<file path="src/rtl/hwpe_ctrl_parity_seq.sv">
// hwpe_ctrl_parity_seq: serial even-parity sealer/checker for the HWPE control
// register file. A seal scans all IO and generic registers one word per cycle
// and writes their XOR into the parity word. A check scans the registers and
// the parity word and raises a sticky fault if the XOR is non-zero.
module hwpe_ctrl_parity_seq #(
    parameter int unsigned N_IO_REGS      = 4,
    parameter int unsigned N_GENERIC_REGS = 2,
    parameter int unsigned CHECK_PERIOD   = 1024,
    localparam int unsigned N_REGS        = N_IO_REGS + N_GENERIC_REGS,
    localparam int unsigned AW            = $clog2(N_REGS + 1)
) (
    input  logic          clk_i,
    input  logic          rst_ni,
    input  logic          seal_req_i,
    input  logic          check_req_i,
    input  logic          check_en_i,
    input  logic          wr_event_i,
    input  logic          clear_i,
    output logic [AW-1:0] rd_addr_o,
    input  logic [31:0]   rd_data_i,
    output logic          par_we_o,
    output logic [31:0]   par_data_o,
    output logic          busy_o,
    output logic          done_o,
    output logic          fault_o
);

    localparam bit          PERIODIC = (CHECK_PERIOD > 0);
    localparam int unsigned RELOAD   = (CHECK_PERIOD > 0) ? CHECK_PERIOD - 1 : 0;
    localparam int unsigned CW       = (RELOAD > 0) ? $clog2(RELOAD + 1) : 1;

    localparam logic [AW-1:0] LAST_REG = AW'(N_REGS - 1);
    localparam logic [AW-1:0] PAR_IDX  = AW'(N_REGS);

    typedef enum logic [2:0] {
        ST_IDLE,
        ST_SEAL_SCAN,
        ST_SEAL_WRITE,
        ST_CHK_SCAN,
        ST_CHK_EVAL
    } state_e;

    state_e        r_state;
    logic [AW-1:0] r_idx;
    logic [31:0]   r_acc;
    logic [31:0]   r_par_data;
    logic          r_par_we;
    logic          r_fault;
    logic          r_seal_pend;
    logic          r_chk_pend;
    logic [CW-1:0] r_cnt;
    logic          w_period_hit;

    assign w_period_hit = PERIODIC & check_en_i & (r_cnt == '0);

    // Periodic check timer: counts RELOAD..0 while enabled, reloads otherwise
    always_ff @(posedge clk_i or negedge rst_ni) begin
        if (!rst_ni) begin
            r_cnt <= CW'(RELOAD);
        end else if (!PERIODIC || !check_en_i || (r_cnt == '0)) begin
            r_cnt <= CW'(RELOAD);
        end else begin
            r_cnt <= r_cnt - 1'b1;
        end
    end

    // Scan sequencer: request latching, scan/accumulate, parity write, verdict
    always_ff @(posedge clk_i or negedge rst_ni) begin
        if (!rst_ni) begin
            r_state     <= ST_IDLE;
            r_idx       <= '0;
            r_acc       <= '0;
            r_par_data  <= '0;
            r_par_we    <= 1'b0;
            r_fault     <= 1'b0;
            r_seal_pend <= 1'b0;
            r_chk_pend  <= 1'b0;
        end else begin
            r_par_we <= 1'b0;
            if (seal_req_i)                  r_seal_pend <= 1'b1;
            if (check_req_i || w_period_hit) r_chk_pend  <= 1'b1;
            if (clear_i)                     r_fault     <= 1'b0;

            case (r_state)
                ST_IDLE: begin
                    r_idx <= '0;
                    r_acc <= '0;
                    if (r_seal_pend || seal_req_i) begin
                        r_state     <= ST_SEAL_SCAN;
                        r_seal_pend <= 1'b0;
                    end else if (r_chk_pend || check_req_i) begin
                        r_state    <= ST_CHK_SCAN;
                        r_chk_pend <= 1'b0;
                    end
                end

                ST_SEAL_SCAN: begin
                    if (wr_event_i) begin
                        r_idx <= '0;
                        r_acc <= '0;
                    end else if (r_idx == LAST_REG) begin
                        // strobe and data are registered on entry so they are
                        // valid throughout the SEAL_WRITE cycle
                        r_state    <= ST_SEAL_WRITE;
                        r_par_we   <= 1'b1;
                        r_par_data <= r_acc ^ rd_data_i;
                        r_acc      <= r_acc ^ rd_data_i;
                        r_idx      <= '0;
                    end else begin
                        r_acc <= r_acc ^ rd_data_i;
                        r_idx <= r_idx + 1'b1;
                    end
                end

                ST_SEAL_WRITE: begin
                    r_state <= ST_IDLE;
                end

                ST_CHK_SCAN: begin
                    if (wr_event_i || seal_req_i) begin
                        r_state <= ST_IDLE;
                        r_idx   <= '0;
                    end else if (r_idx == PAR_IDX) begin
                        r_state <= ST_CHK_EVAL;
                        r_acc   <= r_acc ^ rd_data_i;
                        r_idx   <= '0;
                    end else begin
                        r_acc <= r_acc ^ rd_data_i;
                        r_idx <= r_idx + 1'b1;
                    end
                end

                ST_CHK_EVAL: begin
                    if (!wr_event_i && (r_acc != '0)) r_fault <= 1'b1;
                    r_state <= ST_IDLE;
                end

                default: r_state <= ST_IDLE;
            endcase
        end
    end

    // done_o must be suppressed by a write landing in CHK_EVAL itself, so it
    // is decoded from the state register rather than registered ahead of time
    assign done_o     = (r_state == ST_SEAL_WRITE) ||
                        ((r_state == ST_CHK_EVAL) && !wr_event_i);
    assign busy_o     = (r_state != ST_IDLE);
    assign rd_addr_o  = r_idx;
    assign par_we_o   = r_par_we;
    assign par_data_o = r_par_data;
    assign fault_o    = r_fault;

endmodule

</file>
<file path="config.mk">
export PLATFORM = sky130hd
export DESIGN_NAME = hwpe_ctrl_parity_seq
export DESIGN_NICKNAME = d
export VERILOG_FILES = /design/src/rtl/hwpe_ctrl_parity_seq.sv
export SDC_FILE = /design/constraint.sdc
export NUM_CORES = 1
export LEC_CHECK = 0
export BUFFER_PORTS_ARGS = -buffer_cell sky130_fd_sc_hd__buf_4
export CELL_PAD_IN_SITES_DETAIL_PLACEMENT = 1
export CELL_PAD_IN_SITES_GLOBAL_PLACEMENT = 1
export CORE_MARGIN = 2
export CORE_UTILIZATION = 43
export CTS_CLUSTER_SIZE = 8
export DETAILED_ROUTE_END_ITERATION = 7
export PLACE_DENSITY = 0.84
export REMOVE_ABC_BUFFERS = 1
export SYNTH_ARGS = -nofsm -noshare
export SYNTH_HDL_FRONTEND = slang
export SYNTH_SLANG_ARGS = --single-unit
</file>
<file path="constraint.sdc">
create_clock -name clk_i -period 2.4 [get_ports clk_i]
set_input_delay 0.24 -clock clk_i [delete_from_list [all_inputs] [get_ports clk_i]]
set_output_delay 0.24 -clock clk_i [all_outputs]
set_load 0.01 [all_outputs]
</file>
# Word level (Yosys, flattened, before mapping)
# Cells that the tools add are included.
[classes] mux=29 n_eq_ne=11 n_addsub=2 reduce_logical=18 bitwise_logic=3
[op_table] operator="$pmux 32 s3" n=1
[op_table] operator="$mux 32" n=2
[op_table] operator="$reduce_bool 32->1" n=1
[op_table] operator="$xor 32x32->32" n=1
[op_table] operator="$mux 3" n=10
[op_table] operator="$pmux 3 s3" n=2
[op_table] operator="$mux 1" n=13
[op_table] operator="$logic_not 10->1" n=1
[op_table] operator="$mux 10" n=1
[op_table] operator="$sub 10x1->10 const B" n=1
[op_table] operator="$eq 3x3->1 const B" n=3
[op_table] operator="$eq 3x2->1 const B" n=2
[op_table] operator="$logic_or 1x1->1" n=6
[op_table] operator="$ne 2x2->1 const B" n=3
[op_table] operator="$ne 3x3->1 const B" n=2
[op_table] operator="$reduce_bool 3->1" n=2
[op_table] operator="$reduce_and 4->1" n=1
[op_table] operator="$add 3x1->3 const B" n=1
[op_table] operator="$eq 3x1->1 const B" n=1
[op_table] operator="$logic_not 3->1" n=1
[op_table] operator="$reduce_and 3->1" n=1
[op_table] operator="$logic_and 1x1->1" n=2
[op_table] operator="$logic_not 1->1" n=2
[op_table] operator="$reduce_and 2->1" n=1
[op_table] operator="2 further kinds" n=2
[word_totals] in_bits=39 reg_bits=84 wordCells=72 output_inout_bits=39

# Depth between registers and ports, before layout
[logic_depth] depth_word=7 depth_mapped=6

# Least setup slack after synthesis
# Ideal clock, no wire load.
[synth_path] path_type="register -> register" from="reg r_cnt[4]" to="reg r_cnt[9]" synth_period_minus_slack_ps=1711 arrival_time_ps=1618 t_required_ps=2307 setup_time_ps=93 path_stages_with_launch=5 slack_ps=689 cell_sequence="dfstp_2 -> or4_4 -> or4_4 -> o31ai_2 -> o311ai_1"
[synth_between] elab_chain_len=3
[synth_rtl] item="start, declared" line_no="51" rtl="logic [CW-1:0] r_cnt;"
[synth_rtl] item="start signal, assigned" line_no="59" rtl="r_cnt <= CW'(RELOAD);"
[synth_rtl] item="start signal, assigned" line_no="61" rtl="r_cnt <= CW'(RELOAD);"
[synth_rtl] item="start signal, assigned" line_no="63" rtl="r_cnt <= r_cnt - 1'b1;"
[synth_rtl] item="branches (longest 2 deep; another with $sub 10x1->10)"
[synth_rtl] item="$mux 10 (*)" line_no="60" rtl="end else if (!PERIODIC || !check_en_i || (r_cnt == '0)) begin"
# Every way passes the cells marked *.
# A chain may end at the register's enable or synchronous reset.

# Worst setup path in the final report
[layout_path] from="reg r_state[0]" to="reg r_acc[0]"
[layout_between] elab_chain_len=3
[layout_rtl] item="start, declared" line_no="43" rtl="state_e r_state;"
[layout_rtl] item="start signal, assigned" line_no="70" rtl="r_state <= ST_IDLE;"
[layout_rtl] item="start signal, assigned" line_no="89" rtl="r_state <= ST_SEAL_SCAN;"
[layout_rtl] item="start signal, assigned" line_no="92" rtl="r_state <= ST_CHK_SCAN;"
[layout_rtl] item="$eq 3x2->1, or another cell as far along" line_no="84" rtl="case (r_state)"
[layout_rtl] item="$ne 2x2->1 (no line) or $reduce_bool 3->1 (tied branches)"
[layout_rtl] item="$reduce_and 2->1 (no line)"
[layout_rtl] item="end signal, assigned" line_no="107" rtl="r_acc <= r_acc ^ rd_data_i;"
[layout_rtl] item="end signal, assigned" line_no="110" rtl="r_acc <= r_acc ^ rd_data_i;"
[layout_rtl] item="end signal, assigned" line_no="125" rtl="r_acc <= r_acc ^ rd_data_i;"
[layout_rtl] item="end, declared" line_no="45" rtl="logic [31:0] r_acc;"
# Parallel ways exist; a longest one is shown, timed or not.

==> flow_summary.yaml <==
status:
  status: "finished, final reports clean"
hold_path:
  hp-class: "in -> reg"
setup_path:
  cpPeakStageDelay_ps: 790
  crit_chain: "nand2b_1, a211o_2, o21ai_0, a21o_1"
  required_ps: 2640
  worstPathMaxFanout: 65
  cp-end-kind: "register"
  cp_top_family: "compound AO/OA/AOI/OAI gates"
  worst-setup-path-type: "reg -> reg"
  crit_buf_inv: 0
  start_kind: "register"
  crit_slowest_cell: "a211o_2"
  arrival_ps: 2290
drt:
  drc: 0
  drt_wl_total_um: 9530
  ant_nets: 0
  wl_per_cell_um: 16.5
  firstDrtPassIters: 4
  drtIter0Drc: 110
  vias: 3175
  viasPerCell: 5.51
placement:
  place_congestion: 0.843
  dpl.hpwl_um: 6640
  place_area_sq_um: 4690
  dp_cells: 559
  port_buffers: 77
die:
  initial_utilization_pct: 43.9
  dieArea_sq_um: 10100
  die_h_um: 100
  die_w_um: 100
  coreArea_sq_um: 9110
  boundaryPins: 78
  core.rowCount: 35
global_routing:
  antenna_found_initial: 0
  grt_pass1_vias: 3279
  grt_first_pass_wirelength_um: 16000
  grt_usage_pct: 20.1
  grt_max_degree: 66
  overflow: 0
layout:
  diodes: 0
  syn_to_final_growth_pct: 22.3
  fin_area_sq_um: 4890
  fin_nets: 501
  final_cells: 576
  drive_gt1_share_pct: 25.2
  final_util_pct: 53.7
  nFillCells: 1042
timing:
  finalCriticalPeriod_ps: 2060
  rsz0062_at_grt: "false"
  hold_ws_ps: 59.6
  finalHoldViolCount: 0
  tightest_slew_ps: 980
  max_freq_ghz: 0.486
  setup_violations: 0
  fin_worst_skew_ps: 16.9
  post-route-period-util_pct: 85.7
  relSlewSlack_pct: 34.7
  tns_ps: 0
  slew_viol_final: 0
clock_tree:
  postCtsSetupBuffers: 0
  htreeDepth: 3
  ctsRootBufferMaster: "clkbuf_8"
  cts_buffers: 9
  insertion_delay_ps: 360
  cts.sinks: 84
  cts_tree: "yes"
  clockBufferDepth: 2
  clk_pin_slew_ps: 90
power_and_ir_drop:
  leakagePower_nw: 2.37
  peakVddDrop_mv: 0.375
  p_per_area_nw_per_um2: 919
yosys:
  synth.distinct_cells: 41
  yosys-top-cells-count: "dfrtp_1 (74), nor2_1 (37), xnor2_1 (37)"
  synth_top_cell_by_area: "dfrtp_1"
  synth-edff-count: 0
  synth_cells: 385
  yosysTopAreaCellShare_pct: 46.3
  netlist_area_sq_um: 4000
  synthTopCellsByArea: "dfrtp_1 (46%), xnor2_1 (8.1%), dfstp_2 (6.6%), a21o_1 (6.2%), nor3b_1 (6.0%)"
  ys_warn_count: 0
  ys_seq_elements: 84
  synth_most_common_cell: "dfrtp_1"
  syn_area_per_cell_sq_um: 10.4
  async_flop_share_pct: 100
  ys_seq_area_share_pct: 52.9
  ys.flop_type: "dfrtp_1"
flow_run:
  maxCapViolCount: 0
==> sequential cells by signal, summed over array words and instances (netlist names) <==
signal and flops:
r_seal_pend 1, r_chk_pend 1, fault_o 1, r_state 3
r_acc 32, rd_addr_o 3, par_we_o 1, r_cnt 10
par_data_o 32
==> through the flow <==
stage,setup WS (ps),power [mW]
6_report,344,4.49
2_1_floorplan,-3270,2.93
4_1_cts,371,4.54
3_5_place_dp,402,3.55
5_1_grt,146,4.82
3_3_place_gp,523,3.45
==> worst paths after layout <==
| kind | startpoint | endpoint | slack [ps] | cells after the start |
|---|---|---|---|---|
| worst max-delay path | r_state[0] | r_acc[0] | 340 | 4 |
| worst min-delay path | check_en_i | r_cnt[9] | 60 | 2 |
| worst max register to register | r_state[0] | r_acc[0] | 340 | 4 |
| worst min register to register | r_cnt[0] | r_cnt[0] | 480 | 1 |
| max in group asynchronous | rst_ni | par_data_o[23] | 1360 | 3 |
| min in group asynchronous | rst_ni | par_data_o[26] | 400 | 2 |
==> power breakdown <==
group	switching (mW)	total, mW	internal [mW]
logic	0.731	1.45	0.718
clock network	0.516	0.977	0.461
registers	0.340	2.07	1.73
total	1.59	4.49	2.91
==> cell usage in the layout, fill, tap and decap left out, types with 11 or more instances in the layout <==
cell	netlist	final
nor2_1	37	37
a21o_1	33	33
nor4_1	12	11
xnor2_1	37	37
dfrtp_1	74	74
o21ai_0	35	35
nor3b_1	32	32
clkbuf_8	0	12
buf_4	0	81
a21oi_1	35	34
==> repair_timing <==
item                      CTS  global route
hold buffers                1             0
hold endpoints to repair   29             0
resized for setup           0             0
==> cell type report <==
class | instances | area, sq um | area share, %
Sequential cell | 84 | 2110 | 43.2
Multi-Input combinational cell | 277 | 1790 | 36.6
Timing Repair Buffer | 83 | 638 | 13.0
Clock buffer | 13 | 169 | 3.45
Tap cell | 111 | 139 | 2.84
Clock inverter | 3 | 20.0 | 0.409
Inverter | 5 | 18.8 | 0.384
==> layer usage <==
layer | GRT usage (%) | up-vias | part of all wire (%)
li1 | - | 1512 | -
met4 | 6.32 | 0 | 1.7
met5 | 0 | - | 0
met2 | 32.9 | 65 | 50
met3 | 3.97 | 11 | 3.1
met1 | 26.9 | 1587 | 45
==> kinds of logic (layout without fill, tap and decap cells) <==
group | Yosys count | count (layout) | synth area share [%]
and+or+nand+nor | 120 | 120 | 17.6
muxes | 1 | 1 | 0.282
buffers and inverters | 24 | 104 | 2.57
AOI/OAI and AO/OA | 115 | 115 | 17.5
adders and majority gates | 2 | 2 | 0.626
xor gates and xnor gates | 39 | 39 | 8.54
DFF | 84 | 84 | 52.9
(Power assumes the default switching activity.)
